==> src/rtl/packet_deframer_pkg.sv <==
// rtl/packet_deframer_pkg.sv - frame constants shared by the deframer and the packeter
package packet_deframer_pkg;

  localparam logic [7:0] DEFAULT_SYNC = 8'hA5;
  localparam int SAMPLE_W     = 12;
  localparam int HDR_TYPE_MSB = 7;
  localparam int HDR_TYPE_LSB = 6;
  localparam int HDR_LEN_MSB  = 5;
  localparam int HDR_LEN_LSB  = 0;

  typedef enum logic [1:0] {
    TYPE_SAMPLES = 2'd0,
    TYPE_PPS     = 2'd1,
    TYPE_RESP    = 2'd2,
    TYPE_INVALID = 2'd3
  } frame_type_t;

  typedef enum logic [1:0] {
    ST_HUNT = 2'd0,
    ST_HDR  = 2'd1,
    ST_PAY  = 2'd2,
    ST_CSUM = 2'd3
  } state_t;

  // Sample payloads must be whole byte triplets; anything else leaves a partial sample.
  function automatic logic samples_len_bad(input logic [5:0] len_m1);
    logic [6:0] len;
    len = {1'b0, len_m1} + 7'd1;
    return (len % 7'd3) != 7'd0;
  endfunction

endpackage

==> src/rtl/packet_deframer_if.sv <==
// rtl/packet_deframer_if.sv - byte-in / 12-bit-sample-out ready/valid bundle
interface packet_deframer_if;
  import packet_deframer_pkg::*;

  logic                b_valid;
  logic [7:0]          b_data;
  logic                b_ready;
  logic                s_valid;
  logic [SAMPLE_W-1:0] s_data;
  logic                s_ready;

  modport master (output b_valid, b_data, s_ready, input b_ready, s_valid, s_data);
  modport slave  (input b_valid, b_data, s_ready, output b_ready, s_valid, s_data);
endinterface

==> src/rtl/packet_deframer_unpack.sv <==
// rtl/packet_deframer_unpack.sv - unpack8to12: byte triplets to two 12-bit samples
// Single output register; i_clear restarts the triplet and drops any held sample.
module unpack8to12
  import packet_deframer_pkg::*;
(
  input logic              clock,
  input logic              i_clear,
  packet_deframer_if.slave u
);
  logic [1:0]          r_idx;
  logic [7:0]          r_hold;
  logic                r_valid;
  logic [SAMPLE_W-1:0] r_data;
  logic                w_take;

  assign u.b_ready = !r_valid || u.s_ready;
  assign w_take    = u.b_valid && u.b_ready;
  assign u.s_valid = r_valid;
  assign u.s_data  = r_data;

  always_ff @(posedge clock) begin
    if (i_clear) begin
      r_idx   <= 2'd0;
      r_hold  <= 8'd0;
      r_valid <= 1'b0;
      r_data  <= '0;
    end else begin
      if (r_valid && u.s_ready) r_valid <= 1'b0;
      if (w_take) begin
        case (r_idx)
          2'd0: begin
            r_hold <= u.b_data;
            r_idx  <= 2'd1;
          end
          2'd1: begin
            // Keep b1 so its low nibble can head sample B.
            r_data  <= {r_hold, u.b_data[7:4]};
            r_valid <= 1'b1;
            r_hold  <= u.b_data;
            r_idx   <= 2'd2;
          end
          default: begin
            r_data  <= {r_hold[3:0], u.b_data};
            r_valid <= 1'b1;
            r_idx   <= 2'd0;
          end
        endcase
      end
    end
  end
endmodule

==> src/rtl/packet_deframer.sv <==
// rtl/packet_deframer.sv - SYNC/header/payload/checksum frame parser with sample and aux outputs
// Define DEFRAMER_CHECKSUM_EN to verify the XOR checksum; otherwise it is consumed and ignored.
module packet_deframer
  import packet_deframer_pkg::*;
#(
  parameter logic [7:0] SYNC  = DEFAULT_SYNC,
  parameter int         CNT_W = 16
) (
  input  logic             clock,
  input  logic             reset,
  input  logic             io_in_valid,
  input  logic [7:0]       io_in_bits,
  output logic             io_in_ready,
  output logic             io_smp_valid,
  output logic [11:0]      io_smp_bits,
  input  logic             io_smp_ready,
  output logic             io_aux_valid,
  output logic [1:0]       io_aux_type,
  output logic [7:0]       io_aux_bits,
  input  logic             io_aux_ready,
  output logic             io_frame_done,
  output logic             io_frame_err,
  output logic [CNT_W-1:0] io_err_count,
  output logic [CNT_W-1:0] io_drop_count
);
  state_t           r_state, w_next;
  frame_type_t      r_type;
  logic [5:0]       r_left;
  logic             r_len_bad;
  logic             r_aux_valid;
  logic [1:0]       r_aux_type;
  logic [7:0]       r_aux_bits;
  logic             r_done, r_err;
  logic [CNT_W-1:0] r_err_cnt, r_drop_cnt;
  logic             w_out_free, w_accept, w_csum_bad, w_frame_end, w_frame_bad, w_hunt_drop;
  frame_type_t      w_hdr_type;

  packet_deframer_if u_unp_if ();

  assign w_hdr_type = frame_type_t'(io_in_bits[HDR_TYPE_MSB:HDR_TYPE_LSB]);
  assign w_accept   = io_in_valid && io_in_ready;

  assign u_unp_if.b_valid = io_in_valid && (r_state == ST_PAY) && (r_type == TYPE_SAMPLES);
  assign u_unp_if.b_data  = io_in_bits;
  assign u_unp_if.s_ready = io_smp_ready;
  assign io_smp_valid     = u_unp_if.s_valid;
  assign io_smp_bits      = u_unp_if.s_data;

  // Nothing can be pending while in HDR, so the header cycle restarts the triplet.
  unpack8to12 u_unpack (
    .clock   (clock),
    .i_clear (reset || (r_state == ST_HDR)),
    .u       (u_unp_if)
  );

  always_ff @(posedge clock) begin
    if (reset) r_state <= ST_HUNT;
    else       r_state <= w_next;
  end

  always_comb begin
    w_next = r_state;
    if (w_accept) begin
      case (r_state)
        ST_HUNT: if (io_in_bits == SYNC) w_next = ST_HDR;
        ST_HDR:  w_next = (w_hdr_type == TYPE_INVALID) ? ST_HUNT : ST_PAY;
        ST_PAY:  if (r_left == 6'd0) w_next = ST_CSUM;
        default: w_next = ST_HUNT;
      endcase
    end
  end

  // CSUM also waits for the output register so frame_done never precedes the last word.
  always_comb begin
    w_out_free  = (r_type == TYPE_SAMPLES) ? u_unp_if.b_ready : (!r_aux_valid || io_aux_ready);
    io_in_ready = 1'b1;
    if ((r_state == ST_PAY) || (r_state == ST_CSUM)) io_in_ready = w_out_free;
  end

  always_ff @(posedge clock) begin
    if (reset) begin
      r_type    <= TYPE_SAMPLES;
      r_left    <= 6'd0;
      r_len_bad <= 1'b0;
    end else if (w_accept && (r_state == ST_HDR)) begin
      r_type    <= w_hdr_type;
      r_left    <= io_in_bits[HDR_LEN_MSB:HDR_LEN_LSB];
      r_len_bad <= (w_hdr_type == TYPE_SAMPLES) &&
                   samples_len_bad(io_in_bits[HDR_LEN_MSB:HDR_LEN_LSB]);
    end else if (w_accept && (r_state == ST_PAY)) begin
      r_left <= r_left - 6'd1;
    end
  end

`ifdef DEFRAMER_CHECKSUM_EN
  logic [7:0] r_csum;
  always_ff @(posedge clock) begin
    if (reset)                                r_csum <= 8'd0;
    else if (w_accept && (r_state == ST_HDR)) r_csum <= io_in_bits;
    else if (w_accept && (r_state == ST_PAY)) r_csum <= r_csum ^ io_in_bits;
  end
  assign w_csum_bad = (io_in_bits != r_csum);
`else
  assign w_csum_bad = 1'b0;
`endif

  assign w_hunt_drop = w_accept && (r_state == ST_HUNT) && (io_in_bits != SYNC);
  assign w_frame_end = w_accept && (((r_state == ST_HDR) && (w_hdr_type == TYPE_INVALID)) ||
                                    (r_state == ST_CSUM));
  assign w_frame_bad = (r_state == ST_HDR) || r_len_bad || w_csum_bad;

  always_ff @(posedge clock) begin
    if (reset) begin
      r_done     <= 1'b0;
      r_err      <= 1'b0;
      r_err_cnt  <= '0;
      r_drop_cnt <= '0;
    end else begin
      r_done <= w_frame_end;
      r_err  <= w_frame_end && w_frame_bad;
      if (w_frame_end && w_frame_bad && (r_err_cnt != '1)) r_err_cnt <= r_err_cnt + CNT_W'(1);
      if (w_hunt_drop && (r_drop_cnt != '1))               r_drop_cnt <= r_drop_cnt + CNT_W'(1);
    end
  end

  always_ff @(posedge clock) begin
    if (reset) begin
      r_aux_valid <= 1'b0;
      r_aux_type  <= 2'd0;
      r_aux_bits  <= 8'd0;
    end else begin
      if (r_aux_valid && io_aux_ready) r_aux_valid <= 1'b0;
      if (w_accept && (r_state == ST_PAY) && (r_type != TYPE_SAMPLES)) begin
        r_aux_valid <= 1'b1;
        r_aux_type  <= r_type;
        r_aux_bits  <= io_in_bits;
      end
    end
  end

  assign io_aux_valid  = r_aux_valid;
  assign io_aux_type   = r_aux_type;
  assign io_aux_bits   = r_aux_bits;
  assign io_frame_done = r_done;
  assign io_frame_err  = r_err;
  assign io_err_count  = r_err_cnt;
  assign io_drop_count = r_drop_cnt;
endmodule
==> config.mk <==
export PLATFORM = sky130hd
export DESIGN_NAME = packet_deframer
export DESIGN_NICKNAME = d
export VERILOG_FILES = /design/src/rtl/packet_deframer_pkg.sv /design/src/rtl/packet_deframer_if.sv /design/src/rtl/packet_deframer_unpack.sv /design/src/rtl/packet_deframer.sv
export SDC_FILE = /design/constraint.sdc
export NUM_CORES = 1
export LEC_CHECK = 0
export CORE_ASPECT_RATIO = 0.7
export CORE_MARGIN = 8
export CORE_UTILIZATION = 35
export CTS_CLUSTER_DIAMETER = 60
export DETAILED_ROUTE_END_ITERATION = 10
export SYNTH_ARGS = -nofsm -noshare
export SYNTH_HDL_FRONTEND = slang
export SYNTH_SLANG_ARGS = --single-unit
==> constraint.sdc <==
create_clock -name clock -period 5 [get_ports clock]
set_input_delay 0.75 -clock clock [delete_from_list [all_inputs] [get_ports clock]]
set_output_delay 0.75 -clock clock [all_outputs]
set_load 0.01 [all_outputs]
==> out/results.txt, run 1 <==
Worst hold path type -> reg2reg
Peak VDD IR -> 0.157 mV
Core area -> 11800 sq um
Critical path data required time -> 5.21 ns
Startpoint types -> input port
Post-synth EDFFs -> 0
Final ANT Viol Nets -> 0
Syn Nets -> 562
Top cells by count, synth -> nor2_1, dfxtp_1, nand2_1
Max Clock Skew -> 0.00638 ns
Initial Utilization -> 36.2%
Final Hold Vio Count -> 0
Max transition margin -> 44.6%
Post-CTS Resized -> 0
Sequential area share after synthesis -> 37.0%
Setup violations, final -> 0
Avg Inst Size Synth -> 7.95 sq um
Most common flop cell mapped by yosys -> dfxtp_1
Clock network power share -> 45.4%
Met3 Use GR -> 4.71%
CP endpoint kind -> flop
WHS -> 0.458 ns
Worst r2r src -> r_type[0]
Share of cells above drive strength 1 -> 8.90%
Met2 Track Usage GR -> 21.9%
Die W -> 148 um
Achievable frequency -> 213 MHz
Layout net count -> 638
Placement Cell Area -> 5230 sq um
Drt drc -> 0
Cell Pwr Density -> 272 nW/um^2
Data arrival, critical path -> 4.91 ns
Area share of the largest cell type after synthesis -> 37.0%
Static Leakage -> 1.94 nW
Total Wirelength -> 11600 um
Netlist cell types -> 56
Largest net degree at the start of global routing -> 43
Area delta synth->final -> 29.6%
Synth area leaders -> dfxtp_1, nor2_1, nand2_1, a21oi_1, xor2_1
Worst slew pin tran -> 0.825 ns
RD Place Congestion -> 0.899
Clk root buf -> clkbuf_16
Seq cells post-synth -> 79
Hold-fix buffers at CTS -> 0
Slew Limit Fails -> 0
Period minus WS final -> 4.70 ns
RSZ-0062 raised after global routing -> no
CTS H-tree depth -> 3
Hold wc startpoint -> u_unpack.r_hold[4]
Switching share of total power -> 23.7%
Gate power share -> 12.5%
Critical Path Start -> io_in_bits[1]
WL/cell -> 14.9 um
Final WS setup -> 0.299 ns
Final period utilization -> 94.0%
First-pass GRT wire length -> 19400 um
Vias in the first global route -> 3897
Clk_lat worst skew -> 0.32 ns
Gate count of the mapped netlist -> 538
Yosys top cell by area -> dfxtp_1
Post-DP HPWL -> 8660 um
Worst-path clk slew -> 0.06 ns
TritonRoute pass-1 iters -> 4
Die area -> 16100 sq um
CP Class -> in2reg
Vias -> 3935
Met1 Use GR -> 19.9%
Die Y -> 108 um
NetSw -> 0.357 mW
Gr usage total -> 14.6%
Count leader, synth -> nor2_1
Total grt overflow -> 0
Warning count from the yosys run -> 0
Max_cap viols -> 0
Vias per Instance -> 5.08
CTS tree -> yes
CP max FO -> 5
Number of port buffers -> 71
Max clock buf depth -> 2
Post-CTS Setup Bufs -> 0
Status -> completed
Ports -> 72
Synthesized area -> 4280 sq um
# diodes -> 0
Clk sink count -> 79
Row cnt -> 33
Num CTS Buffers -> 9
Most Crowded Layer GR -> met2
Asr flop ratio synth -> 0%
Design area -> 5540 sq um
Iter 0 DRT Violations -> 237
Sequential Power Share -> 42.1%
Worst slack at placement -> -0.0786 ns
Initial antenna violation count -> 0
Internal power -> 1.15 mW
worst paths after layout:
path	end	slack, ns	cells after the start
worst min register to register	u_unpack.r_hold[4]	0.46	2
worst max register to register	io_err_count[7]	2.44	9
worst max-delay path	r_len_bad	0.30	19
worst min-delay path	u_unpack.r_hold[4]	0.46	2
cell usage in the layout, fill, tap and decap left out, drive strengths merged, types with 3 or more instances in the layout:
master | synthesis | layout
and3 | 4 | 4
nand3b | 3 | 3
nor2 | 81 | 81
buf | 6 | 26
o21ai | 16 | 16
or4 | 3 | 3
nand2 | 72 | 72
a211oi | 18 | 18
nand3 | 16 | 16
xor2 | 23 | 23
ha | 11 | 11
a32oi | 3 | 3
nor2b | 6 | 6
clkbuf | 25 | 10
dfxtp | 79 | 79
or2 | 3 | 3
clkdlybuf4s50 | 0 | 70
nor3 | 12 | 12
inv | 12 | 13
nor3b | 3 | 3
or3 | 4 | 4
nand4 | 14 | 14
a221oi | 4 | 4
a21oi | 43 | 43
nor4 | 5 | 5
a31oi | 4 | 4
mux2i | 15 | 15
nand2b | 4 | 4
xnor2 | 20 | 20
stage by stage:
step	utilization, %	power [mW]	setup TNS [ns]	cells
final	46.9	1.51	0	775
after global routing	46.9	1.57	0	775
after CTS	46.9	1.52	0	775
after detailed placement	44.3	0.833	-0.0786	760
after global placement	44.3	0.833	0	760
after floorplan	-	0.772	0	538
cells by family (layout without fill, tap and decap cells):
group | count (synthesis) | in the layout | synth area share, %
and+or+nand+nor | 240 | 240 | 26.5
buffers and inverters | 43 | 123 | 4.21
xor gates and xnor gates | 43 | 43 | 9.60
DFF | 79 | 79 | 37.0
muxes | 15 | 15 | 3.51
AOI/OAI and AO/OA | 107 | 107 | 16.0
adders and majority gates | 11 | 11 | 3.22
state kept, by name (all words and copies together) (netlist names):
name,flops
u_unpack.u.s_data,12
io_err_count,16
io_frame_done,1
r_state,2
u_unpack.u.s_valid,1
io_drop_count,16
io_aux_type,2
io_aux_bits,8
r_left,6
u_unpack.r_idx,2
io_frame_err,1
u_unpack.r_hold,8
r_len_bad,1
io_aux_valid,1
r_type,2
final cells by class:
class	count	area, sq um
Clock buffer	10	229
Multi-Input combinational cell	416	2520
Fill cell	1168	6260
Timing Repair Buffer	96	893
Sequential cell	79	1580
Clock inverter	5	81.3
Inverter	12	45.0
Tap cell	157	196
power groups by stage:
stage / combinational [mW] / sequential (mW) / clock [mW]
after floorplan: 0.125 / 0.648 / 0
after global placement: 0.185 / 0.647 / 0
after detailed placement: 0.186 / 0.647 / 0
after CTS: 0.187 / 0.633 / 0.704
after global routing: 0.208 / 0.633 / 0.733
final: 0.189 / 0.634 / 0.684
worst max-delay path: stages:
cell	delay (ns)
clkdlybuf4s50_1	0.59
nand4_1	0.17
nor2_1	0.14
xor2_1	0.17
ha_1	0.24
xnor2_1	0.13
or3_1	0.39
and2_1	0.25
o211a_1	0.25
a31oi_1	0.18
a31oi_2	0.07
nor2_1	0.19
xnor2_1	0.09
ha_1	0.20
or4_1	0.52
a211oi_1	0.24
nor4bb_1	0.08
a211oi_1	0.18
o21ai_1	0.10
routing by layer:
| layer | wire (um) | part of all wire (%) |
|---|---|---|
| met1 | 6000 | 52 |
| met2 | 4860 | 42 |
| met3 | 651 | 5.6 |
| met4 | 74 | 0.64 |
| met5 | 0 | 0 |
Note: power is estimated with default switching activity, not from simulation.
==> run 2: changes to the inputs <==
CTS_BUF_LIST = sky130_fd_sc_hd__clkbuf_4 sky130_fd_sc_hd__clkbuf_8   (was default)
SLEW_MARGIN = 40   (was default)
==> run 2 against run 1 <==
- maximum frequency grew 0.35%
- largest cell class unchanged
- register-to-register slack lost 0.02 ns
- critical path depth is the same
- wire length grew 0.98%
- combinational power is essentially flat
- first-iteration DRC count shrank 6.3%
- core utilization shrank 0.79 points
==> out/results.txt, run 2 (synthesized netlist as in run 1, its figures left out) <==
Post-DP HPWL -> 8660 um (unchanged)
Static Leakage -> 1.89 nW (-2.2%)
Critical path data required time -> 5.23 ns (+0.02 ns)
Commonest non-fill, non-tap cells in the layout -> nor2_1, dfxtp_1, nand2_1
Number of port buffers -> 71 (unchanged)
Row cnt -> 33 (unchanged)
Vias -> 3975 (+1.0%)
Largest net degree at the start of global routing -> 43 (unchanged)
Vias per Instance -> 5.13 (+1.0%)
Layout net count -> 638 (unchanged)
Period minus WS final -> 4.68 ns (-0.0166 ns)
Dpl cells -> 760 (unchanged)
Clk_lat worst skew -> 0.36 ns (+0.04 ns)
CP endpoint kind -> flop
Final ANT Viol Nets -> 0 (unchanged)
RD Place Congestion -> 0.899 (unchanged)
Achievable frequency -> 213 MHz (+0.35%)
Max Clock Skew -> 0.0144 ns (+0.00803 ns)
Num CTS Buffers -> 9 (unchanged)
RSZ-0062 raised after global routing -> no
Max transition margin -> 52.7% (+8.1 points)
Status -> completed
Cell Pwr Density -> 246 nW/um^2 (-9.3%)
Design area -> 5450 sq um (-1.7%)
Share of cells above drive strength 1 -> 9.22% (+0.32 points)
Initial antenna violation count -> 0 (unchanged)
Worst hold path type -> reg2reg
Gr usage total -> 14.8% (+0.19 points)
Post-route insts no fill -> 775 (unchanged)
Initial Utilization -> 36.2% (unchanged)
Total power -> 1.34 mW (-11%)
CP Class -> in2reg
Peak VDD IR -> 0.118 mV (-25%)
Placement Cell Area -> 5230 sq um (unchanged)
Die area -> 16100 sq um (unchanged)
Die W -> 148 um (unchanged)
Setup TNS -> 0 ns (unchanged)
Core area -> 11800 sq um (unchanged)
Final WS setup -> 0.316 ns (+0.0166 ns)
Iter 0 DRT Violations -> 222 (-6.3%)
Total Wirelength -> 11700 um (+0.98%)
TritonRoute pass-1 iters -> 5 (+1)
Vias in the first global route -> 3886 (-0.28%)
CTS H-tree depth -> 3 (unchanged)
CTS tree -> yes
Worst slew pin tran -> 0.707 ns (-0.118 ns)
Die Y -> 108 um (unchanged)
First-pass GRT wire length -> 19400 um (+0.25%)
Final Hold Vio Count -> 0 (unchanged)
Clk sink count -> 79 (unchanged)
Slew Limit Fails -> 0 (unchanged)
WL/cell -> 15.1 um (+0.98%)
Setup violations, final -> 0 (unchanged)
Worst slack at placement -> -0.0786 ns (unchanged)
Area delta synth->final -> 27.4%
# diodes -> 0 (unchanged)
Clk root buf -> clkbuf_8
Max clock buf depth -> 2 (unchanged)
Ports -> 72 (unchanged)
CP max FO -> 5 (unchanged)
Startpoint types -> input port
Final period utilization -> 93.7% (-0.33 points)
Worst-path clk slew -> 0.08 ns (+0.02 ns)
Most common cell after layout, fill and taps aside -> nor2_1
Total grt overflow -> 0 (unchanged)
Drt drc -> 0 (unchanged)
Max_cap viols -> 0 (unchanged)
Data arrival, critical path -> 4.92 ns (about the same)
-- run 2: cell counts in the layout (fill, tap and decap cells not counted) --
Identical to the previous run, type by type.
-- run 2: report_power, final --
| group | leakage [nW] | switching [mW] | internal [mW] |
|---|---|---|---|
| combinational | 1.15 | 0.107 | 0.0824 |
| clock | 0.106 | 0.236 | 0.285 |
| sequential | 0.636 | 0.00224 | 0.630 |
| total | 1.89 | 0.345 | 0.998 |
-- run 2: area by class of cell --
class / count / area, sq um
clock buffers: 10 / 131
clock inverters: 5 / 81.3
fillers: 1176 / 6360
inverters: 12 / 45.0
multi-input cells: 416 / 2520
flip-flops and latches: 79 / 1580
well taps: 157 / 196
repair buffers: 96 / 893
-- run 2: timing repair --
item / 4_1_cts / 5_1_grt
hold buffers: 0 / 0
setup endpoints to repair: 0 / 1
endpoints found under the hold margin: 0 / 0
gates resized for setup: 0 / 2
setup buffers: 0 / 0
-- run 2: routing by layer --
layer	share of wire [%]	GRT usage [%]	wire, um	vias up
li1	-	-	-	2037
met1	50	19.9	5820	1819
met2	42	22.1	4860	106
met3	7.3	4.96	855	13
met4	1.4	4.35	158	0
met5	0	0	0	-
-- run 2: critical path: stages --
cell	delay, ns
clkdlybuf4s50_1	0.59
nand4_1	0.17
nor2_1	0.14
xor2_1	0.17
ha_1	0.24
xnor2_1	0.13
or3_1	0.39
and2_1	0.25
o211a_1	0.24
a31oi_1	0.17
a31oi_2	0.07
nor2_1	0.19
xnor2_1	0.10
ha_1	0.20
or4_1	0.52
a211oi_1	0.24
nor4bb_1	0.08
a211oi_1	0.18
o21ai_1	0.10
-- run 2: final timing paths --
check                     startpoint                  to  slack, ns  depth (start not counted)
setup / recovery       io_in_bits[1]           r_len_bad       0.32                         19
hold / removal    u_unpack.r_hold[6]  u_unpack.r_hold[6]       0.46                          2
hold reg to reg   u_unpack.r_hold[6]  u_unpack.r_hold[6]       0.46                          2
setup reg to reg           r_type[0]     io_err_count[9]       2.42                          9
-- run 2: metrics by stage --
stage / util [%] / hold WS [ns]
finish: 46.2 / 0.461
global route: 46.2 / 0.474
global placement: 44.3 / 0.442
CTS: 46.1 / 0.462
floorplan: - / 0.436
detailed placement: 44.3 / 0.450
